[src/rtl/hazard_stall_pkg.sv]
// Shared pipeline-control definitions for the hazard/stall unit.
// Holds the default muldiv latency, the muldiv counter width/type and the
// muldiv FSM state encoding used by md_timer.
package hazard_stall_pkg;

    // Default multiply/divide latency in cycles (legal range 2..63).
    localparam int unsigned MdLatDefault = 32;

    // Width of the muldiv down-counter; must hold MD_LAT-1 for MD_LAT <= 63.
    localparam int unsigned MdCntW = 6;

    typedef logic [MdCntW-1:0] md_cnt_t;

    typedef enum logic [0:0] {
        MdIdle = 1'b0,
        MdBusy = 1'b1
    } md_state_e;

endpackage

[src/rtl/md_timer.sv]
// Multiply/divide latency tracker.
// A start request in IDLE loads the counter with MD_LAT-1 and enters BUSY.
// In BUSY the counter decrements each cycle; the cycle in which it reads 0 is
// the last busy cycle, raises done_o, and returns the FSM to IDLE.
// Ports:
//   clk      - clock, rising edge
//   rst      - asynchronous active-high reset (abandons any operation)
//   start_i  - issue of a muldiv instruction (only honoured in IDLE)
//   busy_o   - FSM is in BUSY
//   done_o   - one-cycle pulse in the final busy cycle
module md_timer
    import hazard_stall_pkg::*;
#(
    parameter int unsigned MD_LAT = MdLatDefault
) (
    input  logic clk,
    input  logic rst,
    input  logic start_i,
    output logic busy_o,
    output logic done_o
);

    md_state_e state_q, state_d;
    md_cnt_t   cnt_q, cnt_d;

    always_ff @(posedge clk or posedge rst) begin
        if (rst) begin
            state_q <= MdIdle;
            cnt_q   <= '0;
        end else begin
            state_q <= state_d;
            cnt_q   <= cnt_d;
        end
    end

    always_comb begin
        state_d = state_q;
        cnt_d   = cnt_q;
        done_o  = 1'b0;
        unique case (state_q)
            MdIdle: begin
                if (start_i) begin
                    state_d = MdBusy;
                    cnt_d   = md_cnt_t'(MD_LAT - 1);
                end
            end
            MdBusy: begin
                if (cnt_q == '0) begin
                    // Done is derived from state, so an async reset kills it at once.
                    done_o  = 1'b1;
                    state_d = MdIdle;
                end else begin
                    cnt_d = cnt_q - md_cnt_t'(1);
                end
            end
            default: begin
                state_d = MdIdle;
                cnt_d   = '0;
            end
        endcase
    end

    assign busy_o = (state_q == MdBusy);

endmodule

[src/rtl/hazard_stall.sv]
// Load-use / muldiv hazard detection and pipeline stall control.
// A scoreboard marks destination registers of in-flight loads and muldivs;
// ALU results are forwarded and never tracked. An ID operand that reads a
// pending register stalls IF/ID and bubbles EX, except when WB retires that
// register in the same cycle (WB forwarding gives a zero-cycle release).
// A second muldiv waits while the muldiv unit is busy.
// Ports:
//   clk, rst                      - clock, asynchronous active-high reset
//   rs_id, rt_id                  - ID source registers
//   valid_id                      - ID holds a real instruction
//   write_reg_id, cu_reg_write_id - ID destination and write enable
//   cu_mem_to_reg_id, cu_muldiv_id- ID instruction is a load / muldiv
//   write_reg_wb, cu_reg_write_wb - writeback port
//   branch_taken_ex               - taken branch resolved in EX
//   stall_if, stall_id            - hold IF and ID
//   flush_id, flush_ex            - squash ID, bubble EX
//   md_busy, md_done              - muldiv status (done is a 1-cycle pulse)
//   pending                       - scoreboard, bit 0 always 0
module hazard_stall
    import hazard_stall_pkg::*;
#(
    parameter int unsigned MD_LAT = MdLatDefault
) (
    input  logic        clk,
    input  logic        rst,
    input  logic [4:0]  rs_id,
    input  logic [4:0]  rt_id,
    input  logic        valid_id,
    input  logic [4:0]  write_reg_id,
    input  logic        cu_reg_write_id,
    input  logic        cu_mem_to_reg_id,
    input  logic        cu_muldiv_id,
    input  logic [4:0]  write_reg_wb,
    input  logic        cu_reg_write_wb,
    input  logic        branch_taken_ex,
    output logic        stall_if,
    output logic        stall_id,
    output logic        flush_id,
    output logic        flush_ex,
    output logic        md_busy,
    output logic        md_done,
    output logic [31:0] pending
);

    logic [31:0] pending_q, pending_d;
    logic        wb_clear;
    logic        rs_hazard, rt_hazard;
    logic        issue, track;

    assign wb_clear = cu_reg_write_wb & (write_reg_wb != 5'd0);

    // A register being retired by WB this cycle is forwarded, not waited on.
    assign rs_hazard = (rs_id != 5'd0) & pending_q[rs_id] &
                       ~(wb_clear & (write_reg_wb == rs_id));
    assign rt_hazard = (rt_id != 5'd0) & pending_q[rt_id] &
                       ~(wb_clear & (write_reg_wb == rt_id));

    // Gated by rst so the controls read 0 throughout reset regardless of inputs.
    assign stall_id = ~rst & valid_id & ~branch_taken_ex &
                      (rs_hazard | rt_hazard | (cu_muldiv_id & md_busy));
    assign stall_if = stall_id;
    assign flush_id = ~rst & branch_taken_ex;
    assign flush_ex = flush_id | stall_id;

    assign issue = valid_id & ~stall_id & ~flush_id;
    assign track = issue & cu_reg_write_id & (cu_mem_to_reg_id | cu_muldiv_id) &
                   (write_reg_id != 5'd0);

    always_comb begin
        pending_d = pending_q;
        if (wb_clear) begin
            pending_d[write_reg_wb] = 1'b0;
        end
        // Applied after the clear so a new producer of the same register wins.
        if (track) begin
            pending_d[write_reg_id] = 1'b1;
        end
        pending_d[0] = 1'b0;
    end

    always_ff @(posedge clk or posedge rst) begin
        if (rst) begin
            pending_q <= '0;
        end else begin
            pending_q <= pending_d;
        end
    end

    assign pending = pending_q;

    md_timer #(
        .MD_LAT (MD_LAT)
    ) u_md_timer (
        .clk     (clk),
        .rst     (rst),
        .start_i (issue & cu_muldiv_id),
        .busy_o  (md_busy),
        .done_o  (md_done)
    );

endmodule
[config.mk]
export PLATFORM = sky130hd
export DESIGN_NAME = hazard_stall
export DESIGN_NICKNAME = d
export VERILOG_FILES = /design/src/rtl/hazard_stall_pkg.sv /design/src/rtl/md_timer.sv /design/src/rtl/hazard_stall.sv
export SDC_FILE = /design/constraint.sdc
export NUM_CORES = 1
export LEC_CHECK = 0
export ABC_AREA = 0
export BUFFER_PORTS_ARGS = -buffer_cell sky130_fd_sc_hd__clkbuf_2
export CAP_MARGIN = 20
export CORE_MARGIN = 2
export CORE_UTILIZATION = 30
export CTS_CLUSTER_DIAMETER = 120
export DETAILED_ROUTE_END_ITERATION = 10
export PLACE_DENSITY = 0.57
export REMOVE_ABC_BUFFERS = 1
export SLEW_MARGIN = 20
export SYNTH_ARGS = -nofsm -noshare
export SYNTH_HDL_FRONTEND = slang
export SYNTH_HIERARCHICAL = 1
export SYNTH_SLANG_ARGS = --single-unit
export TNS_END_PERCENT = 1
[constraint.sdc]
create_clock -name clk -period 2.8 [get_ports clk]
set_clock_uncertainty 0.2 [all_clocks]
set_input_delay 0.42 -clock clk [delete_from_list [all_inputs] [get_ports clk]]
set_output_delay 0.42 -clock clk [all_outputs]
set_load 0.02 [all_outputs]
==> insert_results.sql <==
INSERT INTO impl_metrics (metric_group, metric, value, unit) VALUES
('grt', 'antenna_found_initial', '0', ''),
('power_and_ir_drop', 'power_leakage', '1.78', 'nW'),
('worst_setup_path', 'cp-start-kind', 'flop', ''),
('cts', 'cts.sink_count', '38', ''),
('layout', 'n_diodes', '0', ''),
('power_and_ir_drop', 'post-layout-total-power', '2.04', 'mW'),
('grt', 'grt.overflow.total', '0', ''),
('logic_synthesis', 'seq_area_frac_synth', '31.4', '%'),
('sta', 'max_freq', '0.323', 'GHz'),
('sta', 'layout_setup_ws', '-0.293', 'ns'),
('logic_synthesis', 'synth.avg_cell_area', '9.75', 'µm²'),
('worst_setup_path', 'regToRegStartpoint', 'pending[10]$_DFF_PP0_', ''),
('worst_setup_path', 'worst_path_max_fanout', '4', ''),
('worst_setup_path', 'rr_endpoint', 'u_md_timer/cnt_q[3]$_DFFE_PP0P_', ''),
('logic_synthesis', 'async_reset_ff_share', '100', '%'),
('logic_synthesis', 'synth.ff_latch_count', '38', ''),
('routing', 'drt-vias-per-instance', '5.45', ''),
('power_and_ir_drop', 'ir_worst_vdd', '0.192', 'mV'),
('sta', 'timing.final.crit_share', '110', '%'),
('logic_synthesis', 'post_synth_num_cell_types', '54', ''),
('worst_setup_path', 'rr_worst_depth', '10', ''),
('sta', 'slew_hr', '48.7', '%'),
('cts', 'cts_buffers', '5', ''),
('worst_setup_path', 'r2r_slack', '-0.12', 'ns'),
('layout', 'final_net_count', '445', ''),
('sta', 'final_max_slew_viol_count', '0', ''),
('run_status', 'run_status', 'finished, violations left', ''),
('logic_synthesis', 'synthFlopType', 'sky130_fd_sc_hd__dfrtp_1', ''),
('grt', 'grt_pass1_wl', '16.2', 'mm'),
('logic_synthesis', 'synth.top_cells.by_count', '38 x sky130_fd_sc_hd__dfrtp_1, 35 x sky130_fd_sc_hd__nand3_1, 34 x sky130_fd_sc_hd__o21ai_0', ''),
('cts', 'worst_setup_hold_path_clk_slew', '0.08', 'ns'),
('die', 'die_height', '105', 'µm'),
('die', 'die_w', '105', 'µm'),
('cts', 'ctsLongestPathBuffers', '2', ''),
('placed_design', 'dp_hpwl', '7.79', 'mm'),
('die', 'boundaryPins', '66', ''),
('power_and_ir_drop', 'power_density', '520', 'mW/mm²'),
('routing', 'number_of_nets_with_antenna_violations_after_detailed_routing', '0', ''),
('worst_setup_path', 'critical_path_required', '2.18', 'ns'),
('logic_synthesis', 'yosysTopAreaCellShare', '31.4', '%'),
('grt', 'grt_max_degree', '32', ''),
('die', 'fp.coreArea', '0.00977', 'mm²'),
('sta', 'worst_hold_margin', '0.0443', 'ns'),
('worst_setup_path', 'critPathArrivalTime', '2.47', 'ns'),
('sta', 'report.final.setup_viol', '5', ''),
('logic_synthesis', 'syn-instance-count', '311', ''),
('routing', 'drt_iter0_markers', '179', ''),
('worst_setup_path', 'endpoint_kind', 'output port', ''),
('worst_hold_path', 'holdCritPathClass', 'in2async', ''),
('routing', 'drt-pass1-iter-count', '4', ''),
('placed_design', 'quantity_of_i_o_buffers_inserted_on_ports', '64', ''),
('logic_synthesis', 'synth_enable_flop_cells', '0', ''),
('grt', 'global_route.usage.total', '18.9', '%'),
('placed_design', 'finalWeightedCongestion', '0.885', ''),
('routing', 'routedWlPerCell', '19.1', 'µm'),
('cts', 'cts_tree', 'yes', ''),
('logic_synthesis', 'syn-cell-area', '0.00303', 'mm²'),
('routing', 'routed-via-count', '2984', ''),
('run_status', 'violations', 'setup timing', ''),
('cts', 'worst_skew_pair.late_latency', '0.30', 'ns'),
('grt', 'number_of_global_route_vias_before_repair', '2920', ''),
('cts', 'cts.root.buffer_cell', 'sky130_fd_sc_hd__clkbuf_8', ''),
('routing', 'routed_wirelength', '10.5', 'mm'),
('layout', 'layout-drive-gt1-share', '44.1', '%'),
('cts', 'cts-htree-levels', '2', ''),
('worst_setup_path', 'timing_worst_setup_path_type', 'reg2out', ''),
('die', 'core.rowCount', '36', ''),
('sta', 'timing_worst_slew_pin_value', '0.770', 'ns'),
('logic_synthesis', 'synthTopCellsByArea', 'sky130_fd_sc_hd__dfrtp_1 31%, sky130_fd_sc_hd__o31ai_2 12%, sky130_fd_sc_hd__mux4_2 5.9%', ''),
('sta', 'post-route-min-period', '3.09', 'ns'),
('routing', 'drcViolationCount', '0', ''),
('die', 'starting_utilization_of_the_core_area', '31.0', '%'),
('sta', 'finalHoldViolCount', '0', ''),
('flow_run', 'cap_violations', '0', ''),
('sta', 'grt_setup_unrepaired', 'true', ''),
('logic_synthesis', 'cell_with_the_most_instances_after_synthesis', 'sky130_fd_sc_hd__dfrtp_1', ''),
('die', 'design.die.area', '0.0109', 'mm²'),
('layout', 'synthToLayoutAreaGrowth', '29.2', '%'),
('logic_synthesis', 'synthDominantAreaCellType', 'sky130_fd_sc_hd__dfrtp_1', ''),
('logic_synthesis', 'yosys_warnings', '6', '');
-- routing by layer --
| layer | global-route usage [%] | wire, µm |
|---|---|---|
| met1 | 24.8 | 4490 |
| met2 | 31.7 | 5050 |
| met3 | 2.87 | 670 |
| met4 | 6.76 | 271 |
| met5 | 0 | 0 |
-- repair_timing --
action,CTS,global route
setup buffers,1,0
pin swaps,0,3
setup endpoints to repair,6,10
gates resized for setup,1,16
hold endpoints to repair,7,0
hold buffers,1,0
-- power breakdown --
part,internal [mW],switching (mW)
registers,0.662,0.122
logic,0.403,0.482
clock network,0.167,0.199
-- area by class of cell --
class | count | area, µm²
Multi-Input combinational cell | 240 | 1900
Fill cell | 983 | 5860
Inverter | 8 | 30.0
Tap cell | 133 | 166
Sequential cell | 38 | 951
Clock buffer | 5 | 68.8
Clock inverter | 2 | 10.0
Timing Repair Buffer | 122 | 796
-- placed cells by master (no fill, tap or decap), types with 3 or more instances in the layout --
cell type	synthesis	final
sky130_fd_sc_hd__and3_1	3	3
sky130_fd_sc_hd__and3b_1	4	4
sky130_fd_sc_hd__buf_4	3	55
sky130_fd_sc_hd__buf_6	9	4
sky130_fd_sc_hd__clkbuf_2	0	59
sky130_fd_sc_hd__clkbuf_8	0	5
sky130_fd_sc_hd__dfrtp_1	38	38
sky130_fd_sc_hd__inv_1	8	8
sky130_fd_sc_hd__mux2_2	3	3
sky130_fd_sc_hd__mux2i_1	13	13
sky130_fd_sc_hd__mux4_2	8	8
sky130_fd_sc_hd__nand2_1	11	11
sky130_fd_sc_hd__nand2b_1	4	4
sky130_fd_sc_hd__nand3_1	35	35
sky130_fd_sc_hd__nand3b_1	5	5
sky130_fd_sc_hd__nor2_1	15	15
sky130_fd_sc_hd__nor2b_1	7	7
sky130_fd_sc_hd__nor3_1	8	8
sky130_fd_sc_hd__nor3b_1	7	7
sky130_fd_sc_hd__o211ai_1	4	4
sky130_fd_sc_hd__o21ai_0	34	33
sky130_fd_sc_hd__o31ai_2	29	29
sky130_fd_sc_hd__xnor2_1	5	5
sky130_fd_sc_hd__xor2_1	5	5
-- how the worst max path moves through the flow --
stage | from | end | slack (ns)
after detailed placement | rs_id[0] | u_md_timer/cnt_q[3]$_DFFE_PP0P_ | -0.42
final | pending[10]$_DFF_PP0_ | flush_ex | -0.29
after global routing | pending[10]$_DFF_PP0_ | flush_ex | -0.39
after CTS | pending[31]$_DFF_PP0_ | stall_if | -0.32
after global placement | rs_id[0] | u_md_timer/cnt_q[3]$_DFFE_PP0P_ | -0.36
after floorplan | pending[23]$_DFF_PP0_ | u_md_timer/cnt_q[5]$_DFFE_PP0P_ | -0.50
-- kinds of logic after synthesis --
| group | after synthesis | share of synthesized area, % |
|---|---|---|
| buf+inv | 33 | 6.72 |
| xor+xnor | 10 | 2.89 |
| mux | 25 | 11.7 |
| other cells | 1 | 0.124 |
| fa+ha+maj | 2 | 0.825 |
| compound gates | 89 | 25.2 |
| simple gates | 113 | 21.1 |
| flops | 38 | 31.4 |
-- critical path, cell delays in order (launching register included) --
cell and delay (ns):
sky130_fd_sc_hd__dfrtp_1 0.41, sky130_fd_sc_hd__mux4_2 0.46, sky130_fd_sc_hd__nor2b_1 0.15, sky130_fd_sc_hd__nor4b_2 0.26, sky130_fd_sc_hd__a311oi_1 0.08, sky130_fd_sc_hd__a31o_2 0.30, sky130_fd_sc_hd__or3_4 0.38, sky130_fd_sc_hd__buf_6 0.14
-- sequential cells by signal, indices dropped and copies added, names as in the netlist --
name and count:
u_md_timer/busy_o 1, pending 31, u_md_timer/cnt_q 6
-- metrics by stage --
stage	setup TNS [ns]	cells	util (%)	area, µm²	setup WS [ns]
after global placement	-4.72	539	38.7	3780	-0.364
after floorplan	-3.15	286	-	2860	-0.502
after CTS	-1.07	548	39.7	3880	-0.324
after global routing	-2.32	548	40.1	3920	-0.390
final	-1.04	548	40.1	3920	-0.293
after detailed placement	-5.25	539	38.7	3780	-0.417
Power figures use the tool's default switching activity.
